`src/rtl/weight_fetch_unit_pkg.sv`:
```
// Shared types and constants for the weight fetch path.
// The BRAM wrapper uses the same address/data widths.
package weight_fetch_unit_pkg;

    localparam int WEIGHT_ADDR_W = 11;
    localparam int WEIGHT_DATA_W = 8;
    localparam int BRAM_RD_LAT   = 1;

    typedef enum logic [1:0] {
        IDLE   = 2'd0,
        ISSUE  = 2'd1,
        DRAIN  = 2'd2,
        FINISH = 2'd3
    } wfu_state_t;

endpackage

```
`src/rtl/weight_fetch_unit_if.sv`:
```
// BRAM read port plus PE-array weight stream, bundled for weight_fetch_unit.
// The master side is the fetch unit; the slave side is the BRAM / PE array.
interface weight_fetch_unit_if
    import weight_fetch_unit_pkg::*;
#(
    parameter int ADDR_W = WEIGHT_ADDR_W,
    parameter int DATA_W = WEIGHT_DATA_W,
    parameter int LANES  = 4
);
    logic                      bram_en;
    logic [ADDR_W-1:0]         bram_addr;
    logic [DATA_W-1:0]         bram_dout;
    logic                      wt_valid;
    logic                      wt_ready;
    logic [LANES*DATA_W-1:0]   wt_data;

    modport master (
        output bram_en, bram_addr, wt_valid, wt_data,
        input  bram_dout, wt_ready
    );

    modport slave (
        input  bram_en, bram_addr, wt_valid, wt_data,
        output bram_dout, wt_ready
    );
endinterface

```
`src/rtl/weight_fetch_unit_pack.sv`:
```
// weight_pack_reg: lane capture register plus the valid/ready output holding register.
// The final lane can be forwarded straight into the output register the cycle it lands.
module weight_pack_reg #(
    parameter int DATA_W = 8,
    parameter int LANES  = 4,
    parameter int LW     = 2
) (
    input  logic                    clk,
    input  logic                    reset,
    input  logic                    cap_en,
    input  logic [LW-1:0]           cap_lane,
    input  logic [DATA_W-1:0]       din,
    input  logic                    xfer,
    input  logic                    wt_ready,
    output logic                    wt_valid,
    output logic [LANES*DATA_W-1:0] wt_data
);
    localparam int VW = LANES * DATA_W;

    logic [VW-1:0] lanes_p1;
    logic [VW-1:0] pack_nxt;

    always_comb begin
        pack_nxt = lanes_p1;
        for (int k = 0; k < LANES; k++) begin
            if (cap_en && (cap_lane == LW'(k))) begin
                pack_nxt[k*DATA_W +: DATA_W] = din;
            end
        end
    end

    // stage p1: pack register (data only, no reset)
    always_ff @(posedge clk) begin
        lanes_p1 <= pack_nxt;
    end

    // stage p2: output holding register
    always_ff @(posedge clk) begin
        if (reset) begin
            wt_valid <= 1'b0;
            wt_data  <= '0;
        end else if (xfer) begin
            wt_valid <= 1'b1;
            wt_data  <= pack_nxt;
        end else if (wt_valid && wt_ready) begin
            wt_valid <= 1'b0;
        end
    end
endmodule

```
`src/rtl/weight_fetch_unit.sv`:
```
// Streams num_vec packed LANES-byte weight vectors from the weight BRAM to the PE array.
// Optional WEIGHT_FETCH_STALL_CNT_EN adds a saturating stall_cycles counter output.
module weight_fetch_unit
    import weight_fetch_unit_pkg::*;
#(
    parameter int ADDR_W = WEIGHT_ADDR_W,
    parameter int DATA_W = WEIGHT_DATA_W,
    parameter int LANES  = 4,
    parameter int CNT_W  = 16
) (
    input  logic              clk,
    input  logic              reset,
    input  logic              start,
    input  logic [ADDR_W-1:0] base_addr,
    input  logic [CNT_W-1:0]  num_vec,
    output logic              busy,
    output logic              done,
`ifdef WEIGHT_FETCH_STALL_CNT_EN
    output logic [15:0]       stall_cycles,
`endif
    weight_fetch_unit_if.master bus
);
    localparam int LW = (LANES > 1) ? $clog2(LANES) : 1;

    wfu_state_t              state_q, state_d;
    logic [ADDR_W-1:0]       addr_q;
    logic [CNT_W-1:0]        vec_q;
    logic [LW-1:0]           iss_lane_q;
    logic                    rd_vld_p1;
    logic [LW-1:0]           rd_lane_p1;
    logic                    issue, last_issue, xfer;
    logic                    wt_valid;
    logic [LANES*DATA_W-1:0] wt_data;

    assign issue      = (state_q == ISSUE);
    assign last_issue = issue && (iss_lane_q == LW'(LANES - 1));
    // Issue is stalled in DRAIN, so the pack register is free until this transfer happens.
    assign xfer       = (state_q == DRAIN) && (!wt_valid || bus.wt_ready);

    assign bus.bram_en   = issue;
    assign bus.bram_addr = addr_q;
    assign bus.wt_valid  = wt_valid;
    assign bus.wt_data   = wt_data;

    always_comb begin
        state_d = state_q;
        case (state_q)
            IDLE:    if (start) state_d = (num_vec == '0) ? FINISH : ISSUE;
            ISSUE:   if (last_issue) state_d = DRAIN;
            DRAIN:   if (xfer) state_d = (vec_q == CNT_W'(1)) ? FINISH : ISSUE;
            FINISH:  if (!wt_valid) state_d = IDLE;
            default: state_d = IDLE;
        endcase
    end

    // stage p0: control, address issue and the BRAM read-latency valid
    always_ff @(posedge clk) begin
        if (reset) begin
            state_q    <= IDLE;
            addr_q     <= '0;
            vec_q      <= '0;
            iss_lane_q <= '0;
            rd_vld_p1  <= 1'b0;
            busy       <= 1'b0;
            done       <= 1'b0;
        end else begin
            state_q   <= state_d;
            done      <= 1'b0;
            rd_vld_p1 <= issue;
            case (state_q)
                IDLE: if (start) begin
                    addr_q     <= base_addr;
                    vec_q      <= num_vec;
                    iss_lane_q <= '0;
                    busy       <= 1'b1;
                end
                ISSUE: begin
                    addr_q     <= addr_q + ADDR_W'(1);
                    iss_lane_q <= last_issue ? '0 : iss_lane_q + LW'(1);
                end
                DRAIN:  if (xfer) vec_q <= vec_q - CNT_W'(1);
                FINISH: if (!wt_valid) begin
                    done <= 1'b1;
                    busy <= 1'b0;
                end
                default: ;
            endcase
        end
    end

    always_ff @(posedge clk) begin
        rd_lane_p1 <= iss_lane_q;
    end

    weight_pack_reg #(
        .DATA_W (DATA_W),
        .LANES  (LANES),
        .LW     (LW)
    ) u_pack (
        .clk      (clk),
        .reset    (reset),
        .cap_en   (rd_vld_p1),
        .cap_lane (rd_lane_p1),
        .din      (bus.bram_dout),
        .xfer     (xfer),
        .wt_ready (bus.wt_ready),
        .wt_valid (wt_valid),
        .wt_data  (wt_data)
    );

`ifdef WEIGHT_FETCH_STALL_CNT_EN
    function automatic logic [15:0] sat_inc16(input logic [15:0] v);
        return (v == 16'hFFFF) ? v : v + 16'd1;
    endfunction

    logic [15:0] stall_q;

    always_ff @(posedge clk) begin
        if (reset) begin
            stall_q <= '0;
        end else if ((state_q == IDLE) && start) begin
            stall_q <= '0;
        end else if (wt_valid && !bus.wt_ready) begin
            stall_q <= sat_inc16(stall_q);
        end
    end

    assign stall_cycles = stall_q;
`endif
endmodule

```
`src/flat_wrapper.sv`:
```
// flat-port wrapper written by rule: the top's interface ports become plain ports
module weight_fetch_unit_flat import weight_fetch_unit_pkg::*;
#(
    parameter int ADDR_W = WEIGHT_ADDR_W,
    parameter int DATA_W = WEIGHT_DATA_W,
    parameter int LANES  = 4,
    parameter int CNT_W  = 16
)
  (clk, reset, start, base_addr, num_vec, busy, done, bus_bram_en, bus_bram_addr, bus_wt_valid, bus_wt_data, bus_bram_dout, bus_wt_ready);
  weight_fetch_unit_if #(.ADDR_W(ADDR_W), .DATA_W(DATA_W), .LANES(LANES)) bus_i ();
  input  logic clk;
  input  logic reset;
  input  logic start;
  input  logic [ADDR_W-1:0] base_addr;
  input  logic [CNT_W-1:0] num_vec;
  output logic busy;
  output logic done;
  output wire logic [$bits(bus_i.bram_en)-1:0] bus_bram_en;
  output wire logic [$bits(bus_i.bram_addr)-1:0] bus_bram_addr;
  output wire logic [$bits(bus_i.wt_valid)-1:0] bus_wt_valid;
  output wire logic [$bits(bus_i.wt_data)-1:0] bus_wt_data;
  input wire logic [$bits(bus_i.bram_dout)-1:0] bus_bram_dout;
  input wire logic [$bits(bus_i.wt_ready)-1:0] bus_wt_ready;
  assign bus_bram_en = bus_i.bram_en;
  assign bus_bram_addr = bus_i.bram_addr;
  assign bus_wt_valid = bus_i.wt_valid;
  assign bus_wt_data = bus_i.wt_data;
  assign bus_i.bram_dout = bus_bram_dout;
  assign bus_i.wt_ready = bus_wt_ready;
  weight_fetch_unit #(.ADDR_W(ADDR_W), .DATA_W(DATA_W), .LANES(LANES), .CNT_W(CNT_W)) u_core (.clk(clk), .reset(reset), .start(start), .base_addr(base_addr), .num_vec(num_vec), .busy(busy), .done(done), .bus(bus_i));
endmodule
```
`config.mk`:
```
export PLATFORM = sky130hd
export DESIGN_NAME = weight_fetch_unit_flat
export DESIGN_NICKNAME = d
export VERILOG_FILES = /design/src/rtl/weight_fetch_unit_pkg.sv /design/src/rtl/weight_fetch_unit_if.sv /design/src/rtl/weight_fetch_unit_pack.sv /design/src/rtl/weight_fetch_unit.sv /design/src/flat_wrapper.sv
export SDC_FILE = /design/constraint.sdc
export NUM_CORES = 1
export LEC_CHECK = 0
export ABC_CLOCK_PERIOD_IN_PS = 1900
export CAP_MARGIN = 10
export CORE_ASPECT_RATIO = 0.8
export CORE_MARGIN = 2
export CORE_UTILIZATION = 51
export CTS_BUF_LIST = sky130_fd_sc_hd__clkbuf_4 sky130_fd_sc_hd__clkbuf_8 sky130_fd_sc_hd__clkbuf_16
export DETAILED_ROUTE_END_ITERATION = 7
export PLACE_DENSITY_LB_ADDON = 0.1
export SLEW_MARGIN = 25
export SYNTH_ARGS = -nofsm -noshare
export SYNTH_HDL_FRONTEND = slang
export SYNTH_SLANG_ARGS = --single-unit
```
`constraint.sdc`:
```
create_clock -name clk -period 1.9 [get_ports clk]
set_input_delay 0.57 -clock clk [delete_from_list [all_inputs] [get_ports clk]]
set_output_delay 0.57 -clock clk [all_outputs]
set_load 0.1 [all_outputs]
```
==> results.md, run 1 <==
* Status: complete, no violations
* CP max FO at 9
* Post-CTS Setup Inserts at 0
* Share of the synthesized area in the top cell type at 47.27%
* NumNets Final at 623
* Commonest cells after routing, fill and taps aside: dfxtp_1 (90), a21oi_1 (63), nand2_1 (54)
* P_leak at 0.002260 µW
* Syn. warnings at 0
* CTS Sinks at 101
* Initial drt markers at 169
* Main flop type after synthesis: dfxtp_1
* Hold crit path type: reg2reg
* CP arrival at 2120 ps
* Worst Tran Pin Value at 557.0 ps
* Initial Util at 53.35%
* Die Wd at 106.4 µm
* Site Rows at 29
* Skew final at 8.069 ps
* Area of the multi-input gates at 2145 µm²
* CP startpoint kind: input pin
* HPWL after DPL at 8011 µm
* Gpl congestion at 0.8829
* Die ar. at 9141 µm²
* Mean post-synth cell area at 8.931 µm²
* CTS hold repair buffers at 0
* Worst-Skew Late Latency at 360 ps
* CTS buffer count at 9
* Metal3 WL at 700 µm
* Root buffer cell: clkbuf_8
* Post-synthesis compound-gate area fraction at 20.56%
* Simple-gate share of the synthesized area at 18.25%
* Slew headroom at 62.35%
* Number of nets still failing antenna checks after routing at 0
* DRC at 0
* Highest Clock Rate at 543.0 MHz
* RSZ-0062 raised after global routing: true
* Clock transition at path regs at 100 ps
* Peak supply drop at 0.4782 mV
* # fillers at 565
* Placed cell area at 5914 µm²
* Ys async rst share at 0%
* Antenna cell count at 0
* Finished Cell Area at 6145 µm²
* Crit path kind: in2reg
* Via density at 5.719
* Post-synthesis cell area at 4278 µm²
* Port-buffer cells at 85
* Area delta synth->final at 43.64%
* Drt wl/cell at 16.06 µm
* Required time of the critical path at 2170 ps
* Wl on met1 at 5101 µm
* Register area at 2036 µm²
* Vias post-DR at 3963
* Non-Filler Instances at 693
* I/O pins at 86
* Synth area leaders: dfxtp_1 (47%), mux2_2 (8.9%), a21oi_1 (7.4%), o21ai_0 (5.7%), nand2_1 (4.7%)
* Hold slack at 394.3 ps
* Global-route wire length before repair at 18150 µm
* Cell variety after synth at 55
* Final wirelength at 11130 µm
* Fin Setup TNS at 0 ps
* Layout cells sized above 1 at 28.55%
* H-Tree Depth at 3
* Initial antenna violation count at 0
* #FFs+latches synth at 101
* Commonest non-fill, non-tap cell in the layout: dfxtp_1
* CORE AREA at 8019 µm²
* GRT Resource Usage Total at 25.03%
* Maximum clock insertion buffer count at 2
* Min Clock Period, post-route at 1842 ps
* Max Cap Violations at 0
* Synth Area in Adders at 1.170%
* Syn Nets at 522
* Power per Cell Area at 749.7 nW/µm²
* CTS tree: yes
* Post-layout util at 76.63%
* Detailed Routing Iterations Pass 1 at 5
* Post-synth EDFFs at 0
* Largest net degree at the start of global routing at 69
* Top Metal Used: met4
* Placed cells at 677
* Post-route clock period utilization at 96.93%
* Sequential share of the synthesized area at 47.27%
* Final hold vios at 0
* Post-Synth XOR/XNOR Area at 0%
* Mux cell area share after synthesis at 8.950%
* Worst Setup End Kind: flop
* Met2 WL at 5218 µm
* Max-slew violation count at 0
* Die Y at 85.92 µm
* Yosys top cell by area: dfxtp_1
* Final setup viols at 0
* Grt ovf at 0
* Vias in the first global route at 3713
* Syn Inst Count at 479
* Largest family of logic cells by synthesized area: compound AO/OA/AOI/OAI gates
## flip-flops by register name, indices dropped and copies added (netlist names)
signal / count
u_core.u_pack.lanes_p1: 32
u_core.u_pack.wt_data: 32
u_core.vec_q: 16
u_core.bus.bram_addr: 11
u_core.iss_lane_q: 2
u_core.rd_lane_p1: 2
u_core.state_q: 2
u_core.busy: 1
u_core.done: 1
u_core.rd_vld_p1: 1
u_core.u_pack.wt_valid: 1
## cells by family after synthesis
logic type	count (synthesis)
mux	34
flops	101
fa+ha+maj	4
compound gates	150
buf+inv	36
simple gates	154
## final timing paths
| path | from | to | slack, ps | cells after the start |
|---|---|---|---|---|
| worst max-delay path | bus_wt_ready | u_core.vec_q[5] | 60 | 6 |
| worst min-delay path | u_core.iss_lane_q[1] | u_core.rd_lane_p1[1] | 390 | 0 |
| worst max register to register | u_core.vec_q[0] | u_core.vec_q[8] | 150 | 7 |
| worst min register to register | u_core.iss_lane_q[1] | u_core.rd_lane_p1[1] | 390 | 0 |
## metrics by stage
step	power, µW	worst slack (ps)
after floorplan	3002	-122.2
after global placement	3332	-243.9
after detailed placement	3370	-326.7
after CTS	4600	8.492
after global routing	4806	-8.332
final	4607	58.30
## synth_stat cells (2+ instances only)
master and number:
nor2b_1 4, a21oi_1 63, nand3_1 8, o211ai_1 3
o221a_2 2, nor2_1 37, a311oi_1 2, nor3b_1 3
buf_4 4, nor3b_4 2, o21ai_0 49, a31oi_1 5
dfxtp_1 101, nor3_1 8, nand3b_1 2, inv_1 5
a211oi_1 3, a22oi_1 5, nor4_1 10, nand2_1 54
a221oi_1 2, mux2_2 34, buf_2 9, o32ai_1 2
clkbuf_1 17, ha_1 4, nand2b_1 8, nand4_1 6
## repair_timing
action | CTS | global route
gates resized for setup | 2 | 9
setup endpoints to repair | 1 | 12
pin swaps | 0 | 1
## area by class of cell
class,count,area share [%]
clock buffers,9,2.016
well taps,108,2.199
multi-input cells,342,34.90
inverters,5,0.3665
flip-flops and latches,101,33.13
repair buffers,121,26.47
clock inverters,7,0.9163
## power by group
| group | switching, µW | internal [µW] | leakage [µW] |
|---|---|---|---|
| Clock | 774 | 492 | 0.0000842 |
| Sequential | 119 | 2310 | 0.000836 |
| Combinational | 476 | 432 | 0.00134 |
## critical path, cell delays in order
cell and delay [ps]:
clkdlybuf4s50_1 530, nor2b_2 90, a211oi_4 380, buf_4 230
a21oi_1 70, a211oi_1 230
## metal layers
layer	up-vias	GRT usage (%)
met1	1899	34.25
met2	130	40.09
met4	0	5.144
li1	1923	-
met3	11	6.763
met5	-	0
Power figures use the tool's default switching activity.
==> run 2, diff against run 1 <==
--- a/config.mk
+++ b/config.mk
@@ -9,7 +9,7 @@
 export CAP_MARGIN = 10
 export CORE_ASPECT_RATIO = 0.8
 export CORE_MARGIN = 2
-export CORE_UTILIZATION = 51
+export CORE_UTILIZATION = 45
 export CTS_BUF_LIST = sky130_fd_sc_hd__clkbuf_4 sky130_fd_sc_hd__clkbuf_8 sky130_fd_sc_hd__clkbuf_16
 export DETAILED_ROUTE_END_ITERATION = 7
 export PLACE_DENSITY_LB_ADDON = 0.1
==> run 2 against run 1 <==
Effect of this change: the run now ends with DRC left; hold slack lost 14 ps; routed wire length is 0.58% lower; via count fell by 1.3%; die area up 13%; critical endpoint is now u_core.vec_q[13]; largest power group unchanged; register-to-register slack improved by 40 ps; utilization down 8.1 points; global-route usage decreased by 3.2 points; highest routed layer unchanged; cell area increased by 2.1%; total power grew 14%; sequential share of layout area decreased by 0.69 points; sequential cell count stayed put.
==> results.md, run 2 (synthesis results as in run 1) <==
* Worst Setup End Kind: flop
* Final wirelength at 11060 µm
* Placed cells at 688
* P_leak at 0.002341 µW
* HPWL after DPL at 7927 µm
* Largest regs: u_core.u_pack.lanes_p1 x32, u_core.u_pack.wt_data x32, u_core.vec_q x16
* Largest net degree at the start of global routing at 69
* CP startpoint kind: input pin
* Clock transition at path regs at 70 ps
* Initial drt markers at 268
* Global-route wire length before repair at 18300 µm
* NumNets Final at 628
* Required time of the critical path at 2120 ps
* CORE AREA at 9154 µm²
* M2 GR Usage at 35.03%
* Min Clock Period, post-route at 1858 ps
* Worst Tran Pin Value at 494.7 ps
* Post-layout util at 68.55%
* Initial antenna violation count at 0
* Final setup viols at 0
* CTS hold repair buffers at 0
* Commonest cells after routing, fill and taps aside: dfxtp_1 (90), a21oi_1 (63), nand2_1 (54)
* GRT Resource Usage Total at 21.86%
* Max-slew violation count at 0
* Area delta synth->final at 46.68%
* Placement Setup Slack at -333.0 ps
* Die ar. at 10310 µm²
* Number of nets still failing antenna checks after routing at 0
* Layout cells sized above 1 at 28.81%
* Final hold vios at 0
* Vias in the first global route at 3777
* Initial Util at 46.73%
* Hold slack at 380.0 ps
* Vias post-DR at 3912
* Die Y at 91.21 µm
* DRC at 7
* Drt wl/cell at 15.69 µm
* Antenna cell count at 0
* CTS buffer count at 9
* Detailed Routing Iterations Pass 1 at 7
* Failing checks: DRC
* Root buffer cell: clkbuf_16
* Highest Clock Rate at 538.2 MHz
* Power per Cell Area at 837.9 nW/µm²
* CP max FO at 5
* CP arrival at 2080 ps
* Die Wd at 113.0 µm
* Hold crit path type: reg2reg
* Max Cap Violations at 0
* Peak supply drop at 0.4143 mV
* Commonest non-fill, non-tap cell in the layout: dfxtp_1
* Port-buffer cells at 85
* Slew headroom at 66.56%
* Maximum clock insertion buffer count at 2
* I/O pins at 86
* Crit path kind: in2reg
* Status: finished with violations
* Most used routing layer: met2
* Post-route clock period utilization at 97.80%
* Met3 GRT Util at 4.473%
* CTS Sinks at 101
* Gpl congestion at 0.8333
* Skew final at 7.906 ps
* CTS tree: yes
* Worst-Skew Late Latency at 340 ps
* Site Rows at 31
* Grt ovf at 0
* Met1 Resource Use GR at 30.34%
* Non-Filler Instances at 705
* Via density at 5.549
* Worst path setup slack after routing at 41.87 ps
* H-Tree Depth at 3
## run 2: cell count changes in the layout (fill, tap and decap cells not counted), sizes merged
cell / before / now
clkinvlp: 4 / 1
bufinv: 0 / 1
buf: 84 / 89
clkinv: 1 / 3
## run 2: power by group
part           switching (µW)  internal [µW]
clock                     866           1060
combinational             471            437
sequential                112           2310
total                    1450           3810
## run 2: worst paths after layout
path / start / endpoint / slack [ps] / cells after the start
max: bus_wt_ready / u_core.vec_q[13] / 40 / 6
max reg2reg: u_core.vec_q[0] / u_core.vec_q[8] / 190 / 7
min reg2reg: u_core.iss_lane_q[1] / u_core.rd_lane_p1[1] / 380 / 0
min: u_core.iss_lane_q[1] / u_core.rd_lane_p1[1] / 380 / 0
## run 2: area by class of cell
| type | instances | area, µm² |
|---|---|---|
| clock buffers | 9 | 225.2 |
| fillers | 716 | 2879 |
| clock inverters | 7 | 92.59 |
| inverters | 5 | 22.52 |
| repair buffers | 126 | 1639 |
| well taps | 115 | 143.9 |
| flip-flops and latches | 101 | 2036 |
| multi-input cells | 342 | 2116 |
## run 2: worst max-delay path, cell delays in order
cell and delay, ps:
clkdlybuf4s50_1 520, nor2b_2 90, a211oi_4 340, buf_4 180, nand2_2 50, o311a_1 330
## run 2: metrics by stage
step           area (µm²)  setup TNS [ps]  total power (µW)
3_5_place_dp         5928          -11700              3372
4_1_cts              6250               0              5276
5_1_grt              6275          -14.36              5474
3_3_place_gp         5928           -8864              3340
2_1_floorplan        4294          -122.2              3002
6_report             6275               0              5257
## run 2: repair_timing
| action | 4_1_cts | 5_1_grt |
|---|---|---|
| gates resized for setup | 2 | 5 |
| setup endpoints to repair | 1 | 22 |
| pin swaps | 0 | 1 |
| setup buffers | 0 | 1 |
## run 2: layer usage
| metal | vias up | part of all wire (%) |
|---|---|---|
| met5 | - | 0 |
| met4 | 0 | 0.70 |
| met3 | 9 | 5.6 |
| met2 | 111 | 47 |
| met1 | 1860 | 46 |
| li1 | 1932 | - |
